==> src/rtl/serial_add_ctrl.sv <==
// Bit-serial adder: one shared full adder processes operands LSB first, one bit per clock,
// behind a valid/ready handshake on both the operand and the result side.
module serial_add_ctrl #(
    parameter int WIDTH = 8
) (
    input  logic             clk,
    input  logic             rst_n,
    input  logic             in_valid,
    output logic             in_ready,
    input  logic [WIDTH-1:0] a,
    input  logic [WIDTH-1:0] b,
    input  logic             c_in,
    output logic             out_valid,
    input  logic             out_ready,
    output logic [WIDTH-1:0] sum,
    output logic             c_out
);

    localparam int CNT_W = $clog2(WIDTH);
    localparam logic [CNT_W-1:0] CNT_LAST = CNT_W'(WIDTH - 1);

    typedef enum logic [1:0] {
        IDLE = 2'b00,
        ADD  = 2'b01,
        DONE = 2'b10
    } state_t;

    state_t           state;
    logic [CNT_W-1:0] cnt;
    logic             carry;
    logic [WIDTH-1:0] a_sh;
    logic [WIDTH-1:0] b_sh;
    logic [WIDTH-1:0] sum_sh;
    logic             c_out_q;
    logic             in_ready_q;
    logic [1:0]       fa;

    // Returns {carry, sum}.
    function automatic logic [1:0] half_add(input logic x, input logic y);
        return {x & y, x ^ y};
    endfunction

    function automatic logic [1:0] full_add(input logic x, input logic y, input logic ci);
        logic [1:0] h0;
        logic [1:0] h1;
        h0 = half_add(x, y);
        h1 = half_add(h0[0], ci);
        return {h0[1] | h1[1], h1[0]};
    endfunction

    assign fa = full_add(a_sh[0], b_sh[0], carry);

    // Gate with rst_n so the block never advertises readiness while reset is held.
    assign in_ready = in_ready_q & rst_n;
    assign sum      = sum_sh;
    assign c_out    = c_out_q;

    always_ff @(posedge clk) begin
        if (!rst_n) begin
            state      <= IDLE;
            in_ready_q <= 1'b1;
            out_valid  <= 1'b0;
            cnt        <= '0;
            carry      <= 1'b0;
            a_sh       <= '0;
            b_sh       <= '0;
            sum_sh     <= '0;
            c_out_q    <= 1'b0;
        end else begin
            case (state)
                IDLE: begin
                    if (in_valid) begin
                        a_sh       <= a;
                        b_sh       <= b;
                        carry      <= c_in;
                        cnt        <= '0;
                        in_ready_q <= 1'b0;
                        state      <= ADD;
                    end
                end
                ADD: begin
                    a_sh   <= a_sh >> 1;
                    b_sh   <= b_sh >> 1;
                    sum_sh <= {fa[0], sum_sh[WIDTH-1:1]};
                    carry  <= fa[1];
                    if (cnt == CNT_LAST) begin
                        c_out_q   <= fa[1];
                        out_valid <= 1'b1;
                        state     <= DONE;
                    end else begin
                        cnt <= cnt + CNT_W'(1);
                    end
                end
                DONE: begin
                    if (out_ready) begin
                        out_valid  <= 1'b0;
                        in_ready_q <= 1'b1;
                        state      <= IDLE;
                    end
                end
                default: begin
                    out_valid  <= 1'b0;
                    in_ready_q <= 1'b1;
                    state      <= IDLE;
                end
            endcase
        end
    end

endmodule

==> config.mk <==
export PLATFORM = sky130hd
export DESIGN_NAME = serial_add_ctrl
export DESIGN_NICKNAME = d
export VERILOG_FILES = /design/src/rtl/serial_add_ctrl.sv
export SDC_FILE = /design/constraint.sdc
export NUM_CORES = 1
export LEC_CHECK = 0
export ABC_AREA = 1
export CORE_MARGIN = 3
export CORE_UTILIZATION = 50
export DETAILED_ROUTE_END_ITERATION = 10
export MAX_ROUTING_LAYER = met4
export PLACE_DENSITY = 0.79
export SLEW_MARGIN = 25
export SYNTH_ARGS = -nofsm -noshare
export SYNTH_HDL_FRONTEND = slang
export SYNTH_SLANG_ARGS = --single-unit
==> constraint.sdc <==
create_clock -name clk -period 2 [get_ports clk]
set_input_delay 0.6 -clock clk [delete_from_list [all_inputs] [get_ports clk]]
set_output_delay 0.6 -clock clk [all_outputs]
set_load 0.1 [all_outputs]
# Word level (Yosys, flattened, before mapping)
# Cells that the tools add are included.
[op_classes]
muxes = 19
eq_ne = 7
n_addsub = 1
reduce_logical = 8
n_bitwise = 8
[ops]
columns = ["operator", "count"]
rows = [
  ["one-hot mux 8 bit (2 select lines)", 2],
  ["two-way mux 8 bit", 2],
  ["AND reduction 3 bit", 4],
  ["!= test 2 bit, second input constant", 4],
  ["two-way mux 2 bit", 3],
  ["two-way mux 3 bit", 2],
  ["one-hot mux 1 bit (3 select lines)", 2],
  ["one-hot mux 2 bit (3 select lines)", 1],
  ["one-hot mux 3 bit (2 select lines)", 1],
  ["two-way mux 1 bit", 5],
  ["AND reduction 2 bit", 2],
  ["adder 3 x 1 -> 3 bit, second input constant", 1],
  ["AND 1 bit", 3],
  ["== test 3 bit, second input constant", 1],
  ["== test 2 x 1 -> 1 bit, second input constant", 1],
  ["== test 2 bit, second input constant", 1],
  ["logical NOT 2 bit", 1],
  ["inverter 1 bit", 2],
  ["one-hot mux 1 bit (2 select lines)", 1],
  ["nonzero test 2 bit", 1],
  ["XOR 1 bit", 2],
  ["bitwise OR 1 bit", 1],
]
[totals]
inputBits = 21
output_inout_bits = 11
wordCells = 52
reg_bits = 33

# Longest topological paths before layout
[depth]
ltp_word = 4
ltp_mapped = 8
depth_no_buf = 7

# Worst setup path before layout
# Ideal clock, no wire load.
[synth_timing]
kind = "in2out"
from = "input rst_n"
to = "output in_ready"
cell_stages = 4
path_buffers = 2
slack_ps = -373
arrival_time_ps = 1773
required_ps = 1400
path_cell_list = "clkbuf_1 > clkbuf_1 > nand2_1 > inv_1"
[synth_via]
elab_chain_len = 1
[synth_rtl]
columns = ["element", "line", "source"]
rows = [
  ["start, declared", "7", "input logic rst_n,"],
  ["AND 1 bit", "54", "assign in_ready = in_ready_q & rst_n;"],
  ["end, declared", "9", "output logic in_ready,"],
]
# No other way between the ends.

# Worst setup path after layout
# Ends and elaborated chain as after synthesis.

==> results.txt <==
Cts bufs inserted = 5
FP Rows = 19
Pre-CTS setup slack = -24.2 ps
Total GRT Usage = 18.1%
# DRC = 0
Mapped cell area = 0.00151 mm2
Maxcap violations = 0
Post-route ant nets = 0
Overflow after GRT = 0
Seq/Total Area, Yosys = 43.9%
Initial antenna violation count = 0
Crit path largest cell delay = 250 ps
Worst VDD drop = 430 uV
Cell internal pwr = 1060 uW
Post-DP HPWL = 2.09 mm
Worst-path clk slew = 90 ps
Critical path buffers and inverters = 3
Power, Total = 1550 uW
Worst slew pin tran = 338 ps
CP Cell Sequence = dlygate4sd2_1 -> nand2_2 -> clkinvlp_4 -> buf_12
Worst setup margin = 193 ps
Post-Syn Instances = 229
I/O pin count = 32
Nets = 283
DR pass1 iterations = 4
Unrepaired setup endpoints after global routing = false
Critical Path AT = 1210 ps
Post-Layout Inst Area = 0.00201 mm2
Count of clock tree sinks = 33
Comb pwr share = 24.9%
Status = finished, final reports clean
Tmin final = 1810 ps
Final period utilization = 90.3%
Power per Cell Area = 770 mW/mm2
First-pass GRT wire length = 4.71 mm
Largest area contributor in the netlist = dfxtp_1
CORE AREA = 0.00281 mm2
Via Count = 1390
N_diodes = 0
Synth area leaders = dfxtp_1 44%, nand2_1 16%, nor2_1 13%, inv_1 6.5%, o21ai_0 3.7%
Switching pwr = 487 uW
Yosys top cell area share = 43.9%
Hold Violations, Final = 0
YS warnings = 0
Syn Area/Cell = 6.57 um2
Overall die height = 60.9 um
Yosys cell types = 18
Layout cell share with drive strength beyond 1 = 10.4%
Post-CTS Hold Buffers = 0
Worst path slowest cell = dlygate4sd2_1
Hold Path Class = reg2reg
Buffers added on ports = 31
Relative slew slack = 77.4%
FILL cells = 233
Core Util, Final = 71.7%
Worst-skew pair later-pin latency = 340 ps
CP required = 1400 ps
Die area = 0.00370 mm2
Placed instance area = 0.00194 mm2
Area growth, synth to finish = 33.6%
Die Width = 60.9 um
# H-tree levels = 2
CTS tree = built
Routed WL per cell = 9.76 um
Post-DR vias/cell = 4.78
Setup violators final = 0
Seq cells post-synth = 33
Leakage = 0.000932 uW
Postcts setup bufs = 0
Largest net degree at the start of global routing = 33
GP Congestion = 0.784
Syn nets = 253
CTS root buf = clkbuf_4
Max Clock Freq = 0.553 GHz
CP delay by family, top = buffers and inverters
Seq pwr share = 47.5%
Clock Power Share = 27.6%
CP Max Fanout = 2
Initial DRC count = 42
Max clock buf depth = 2
Vias in the first global route = 1111
Final wirelength = 2.84 mm
Starting Density = 53.7%
Crit. End Element = output pin
Worst Skew = 8.14 ps
Crit Path Class = in2out
Max-slew violation count = 0
CP Launch Type = input port
Switching share of power = 31.4%
power by group through the flow:
stage / logic, uW / clock network (uW) / registers, uW
global route: 423 / 470 / 742
floorplan: 173 / 0 / 833
CTS: 389 / 437 / 737
global placement: 381 / 0 / 750
detailed placement: 389 / 0 / 752
finish: 386 / 427 / 736
worst paths after layout:
| path | start | endpoint | slack (ps) | cells after the start |
|---|---|---|---|---|
| setup / recovery | rst_n | in_ready | 190 | 4 |
| hold / removal | in_ready_q | in_ready_q | 470 | 2 |
| setup reg to reg | state[1] | b_sh[0] | 620 | 7 |
| hold reg to reg | in_ready_q | in_ready_q | 470 | 2 |
Yosys cell counts:
cell      count
nand2_1      65
nor2_1       54
dfxtp_1      33
inv_1        26
o21ai_0      11
o21ai_1      11
a21oi_1       7
clkbuf_1      5
nand3_1       4
buf_2         3
buf_6         2
ha_1          2
buf_4         1
fa_1          1
inv_2         1
nand2_2       1
nand3b_1      1
o21ai_2       1
state kept, by name (all words and copies together), names as in the netlist:
name	count
a_sh	8
b_sh	8
sum	8
cnt	3
state	2
c_out	1
carry	1
in_ready_q	1
out_valid	1
per-layer routing:
layer,routed length (um),global-route usage (%)
met1,1360,22.2
met2,1290,26.6
met3,140,6.38
met4,55,8.36
met5,0,-
layout make-up:
type                    count  area [um2]  share of cell area (%)
clock buffers               7        65.1                    3.24
clock inverters             1        5.00                   0.249
inverters                  27         105                    5.23
multi-input cells         158         682                    33.9
flip-flops and latches     33         661                    32.9
well taps                  31        38.8                    1.93
repair buffers             34         454                    22.6
timing repair:
item,CTS,global route
endpoints found under the hold margin,0,0
resized for setup,1,0
setup endpoints to repair,1,0
logic make-up (layout without fill, tap and decap cells):
| logic type | after synthesis | after routing | synth area share, % |
|---|---|---|---|
| AOI/OAI and AO/OA | 30 | 30 | 10.2 |
| adders and majority gates | 3 | 3 | 2.99 |
| buffers and inverters | 38 | 69 | 11.0 |
| DFF | 33 | 33 | 43.9 |
| and+or+nand+nor | 125 | 125 | 31.9 |
cells in the final DEF (no fill, tap or decap), drive strengths merged:
cell type,count
nand2,66
nor2,54
dfxtp,33
inv,26
o21ai,23
clkdlybuf4s50,19
buf,14
a21oi,7
clkbuf,7
nand3,4
ha,2
clkinvlp,1
nand3b,1
fa,1
clkinv,1
dlygate4sd2,1
stage by stage:
step | setup TNS [ps] | hold WS (ps) | std cells
after global routing | 0 | 505 | 291
final | 0 | 465 | 291
after floorplan | 0 | 437 | 229
after global placement | -6.35 | 452 | 283
after CTS | 0 | 467 | 291
after detailed placement | -24.2 | 452 | 283
tightest hold or removal path, stage by stage (launching register included):
cell and delay [ps]:
dfxtp_1 330, nand2_1 60, nand2_1 40
Note: power is estimated with default switching activity, not from simulation.
==> RTL change 1: new RTL, same settings <==
`WIDTH`: 8 -> 16.
--- a/src/rtl/serial_add_ctrl.sv
+++ b/src/rtl/serial_add_ctrl.sv
@@ -1,7 +1,7 @@
 // Bit-serial adder: one shared full adder processes operands LSB first, one bit per clock,
 // behind a valid/ready handshake on both the operand and the result side.
 module serial_add_ctrl #(
-    parameter int WIDTH = 8
+    parameter int WIDTH = 16
 ) (
     input  logic             clk,
     input  logic             rst_n,
Interface: changed (resized a, b and sum); port bits go from 32 to 56. The function was not compared with the original's and may differ.
==> RTL change 1 against the unedited design <==
  * Largest power group unchanged
  * Cell area increased by 72%
  * Sequential cell count increased by 25
  * Die area grew 58%
  * Worst setup slack gained 0.015 ns
  * Highest routed layer unchanged
  * Power up 99%
  * First-iteration DRC count rose to 3.8 times the old value
  * Routed wire length increased by 95%
  * Critical path depth unchanged
  * Synthesized area grew 66%
==> RTL change 1: results <==
final_layout:
  layout-drive-gt1-share_pct: 11.0
  final-clk-cell-share_pct: 5.83
  nNetsFinal: 463
  nMultiInputCombCells: 285
  buf_share_pct: 22.5
  inv_count: 10
  buffers: 60
synth:
  synth_common_cells: "113 x nand2_1, 105 x nor2_1, 58 x dfxtp_1"
  syn_avg_cell_area_um2: 6.65
  ys_ff_latch: 58
  synth_fa_ha_area_share_pct: 1.31
hold_path:
  holdPathEnd: "a_sh[15]"
  hp-start: "a_sh[15]"
drt:
  wl_um: 5550
  drt_iter0_markers: 159
  wl_met3_um: 227
  wl_met2_um: 2710
setup_path:
  reg2reg_slack_ns: 0.43
  r2r_end: "a_sh[14]"
  arrival_ns: 1.19
pwr:
  p_leak_uw: 0.00156
  ir_drop_mv: 0.549
  powerDensity_mw_per_mm2: 893
clock_tree:
  cts_made_buffers: 9
  clkTransAtPathRegs_ns: 0.06
  ctsRootBufferMaster: "clkbuf_8"
  clk_latency_ns: 0.32
global_route:
  grt_max_degree: 54
  grt_pass1_vias: 2221
sta:
  worst_pin_slew_ns: 0.798
  final.setup_skew_ns: 0.00455
  fin_hold_ws_ns: 0.474
outcome:
  status: "finished clean"
place:
  dp_hpwl_um: 3600
  dp_worst_setup_slack_ns: -0.0172
  gp_congestion: 0.769
==> RTL change 1: cell count changes after synthesis, moves of 3 or more <==
| cell | before | now |
|---|---|---|
| buf_2 | 3 | 10 |
| clkbuf_2 | 0 | 3 |
| dfxtp_1 | 33 | 58 |
| inv_1 | 26 | 6 |
| inv_2 | 1 | 4 |
| nand2_1 | 65 | 113 |
| nor2_1 | 54 | 105 |
| o21ai_0 | 11 | 43 |
| o21ai_1 | 11 | 5 |
==> RTL change 1: worst max path at each step <==
stage / start / to / slack, ns / depth (start not counted)
6_report: rst_n / in_ready / 0.21 / 4
5_1_grt: rst_n / in_ready / 0.18 / 4
4_1_cts: rst_n / in_ready / 0.20 / 4
3_5_place_dp: rst_n / in_ready / -0.02 / 4
3_3_place_gp: rst_n / in_ready / -0.01 / 4
2_1_floorplan: rst_n / in_ready / 0.03 / 4
==> RTL change 1: worst min-delay path, stage by stage (launching register included) <==
cell	delay [ns]
dfxtp_1	0.31
nand2_1	0.06
a21oi_1	0.06
==> RTL change 2: new RTL, same flow settings <==
Made on the original files. Reset style: asynchronous (`rst_n`), changed in one clocked block.
--- a/src/rtl/serial_add_ctrl.sv
+++ b/src/rtl/serial_add_ctrl.sv
@@ -55,7 +55,7 @@
     assign sum      = sum_sh;
     assign c_out    = c_out_q;
 
-    always_ff @(posedge clk) begin
+    always_ff @(posedge clk or negedge rst_n) begin
         if (!rst_n) begin
             state      <= IDLE;
             in_ready_q <= 1'b1;
Function: differs if rst_n is asserted again (counterexample within 4 cycles, from zero or initial values and one cycle with rst_n low); with rst_n held inactive, the same outputs for 10 cycles.
==> RTL change 2 against the unedited design <==
  * Hold slack got worse by 0.030 ns
  * Worst setup slack improved by 0.029 ns
  * Critical path type is now register to output port
  * Register-to-register slack about the same
  * Synthesized cell count decreased by 13%
  * Sequential cell count unchanged
  * Critical endpoint unchanged
  * Cell area increased by 4.5%
  * Synthesized area increased by 5.7%
  * Via count decreased by 0.94%
  * Routed wire length increased by 21%
  * Die area increased by 5.2%
  * Global-route usage increased by 1.5 points
  * Largest cell class is now flip-flops and latches
Power is not compared: it rests on default switching activity, and its combinational part moved more than twofold at a synthesized area within 25%.
==> RTL change 2: results <==
outcome:
  status: "finished clean"
global_route:
  grt_usage_pct: 19.6
  grt_pass1_wl_um: 5920
  grt_max_degree: 34
setup_path:
  arrival_ns: 1.18
  r2r_start: "state[1]"
  critPathTopFamily: "flip-flops"
  r2r.worst_path.cells: 6
  cp_slowest_stage_delay_ns: 0.54
  r2r_end: "c_out"
  startpoint: "in_ready_q"
  worstPathMaxFanout: 2
  cp_slowest_cell: "dfstp_2"
synth:
  ys_seq_area_share_pct: 52.0
  synth_ff_type: "dfrtp_1"
  synthArstFlopShare_pct: 100
  synth_cell_types: 21
  synth_area_leaders: "dfrtp_1 50%, nand2_1 25%, nand3_1 6.0%, inv_1 2.6%, buf_6 2.1%"
  syn_nets: 223
  synth_common_cells: "108 x nand2_1, 32 x dfrtp_1, 19 x nand3_1"
place:
  dp_hpwl_um: 2400
  gp_congestion: 0.800
  port_buffers: 31
clock_tree:
  post_cts_resize_count: 2
  cts_buffer_depth: 2
  clkTransAtPathRegs_ns: 0.11
  cts_setup_buffers: 0
sta:
  final.setup_skew_ns: 0.0119
hold_path:
  hp-class: "primary input to asynchronous set/reset pin"
drt:
  drt_iter0_markers: 102
  wl_um: 3430
final_layout:
  nNetsFinal: 258
  layout-drive-gt1-share_pct: 13.2
  n_fill_cell: 245
pwr:
  p_leak_uw: 0.00112
[RTL change 2: cell count changes after synthesis, moves of 3 or more]
cell      delta
a21oi_1      -7
clkbuf_1     -5
dfrtp_1     +32
dfxtp_1     -33
inv_1       -15
inv_4        +3
nand2_1     +43
nand3_1     +15
nor2_1      -53
o21ai_0      -7
o21ai_1      -8
[RTL change 2: cell families after synthesis]
group                    Yosys count  synth area share, %
AND/OR/NAND/NOR                  132                 33.6
adder cells (fa/ha/maj)            3                 2.83
flip-flops                        33                 52.0
AO/OA/AOI/OAI                      9                 3.70
buffers and inverters             22                 7.86
[RTL change 2: area by class of cell]
class | instances | share of cell area [%]
clock buffer | 7 | 3.10
clock inverter | 1 | 0.238
inverter | 15 | 3.04
multi-input combinational | 144 | 30.4
sequential | 33 | 39.3
tap | 42 | 2.50
timing repair buffer | 35 | 21.4
[RTL change 2: how the worst max path moves through the flow]
stage	end	slack (ns)	cells after the start
after global placement	in_ready	-0.02	4
after detailed placement	in_ready	-0.02	4
after floorplan	in_ready	0.18	2
after global routing	in_ready	0.17	3
final	in_ready	0.22	3
after CTS	in_ready	0.21	3
[RTL change 2: through the flow]
step	cell area (µm²)	std cells	setup TNS, ns	hold slack [ns]
floorplan	1590	199	0	0.304
global placement	2030	269	-0.0172	0.452
detailed placement	2030	269	-0.0202	0.459
CTS	2100	277	0	0.441
global route	2100	277	0	0.464
finish	2100	277	0	0.435
[RTL change 2: report_power, final]
group          switching, µW  total, µW  internal (µW)
Combinational           1380       2120            740
Sequential               237       1200            960
Clock                    239        442            204
Total                   1860       3760           1900
[RTL change 2: layer usage]
layer	up-vias	routed length [µm]	track usage (%)
met5	-	0	-
met4	0	46	7.99
met3	6	181	5.40
met2	41	1750	33.4
met1	648	1450	21.7
li1	682	-	-
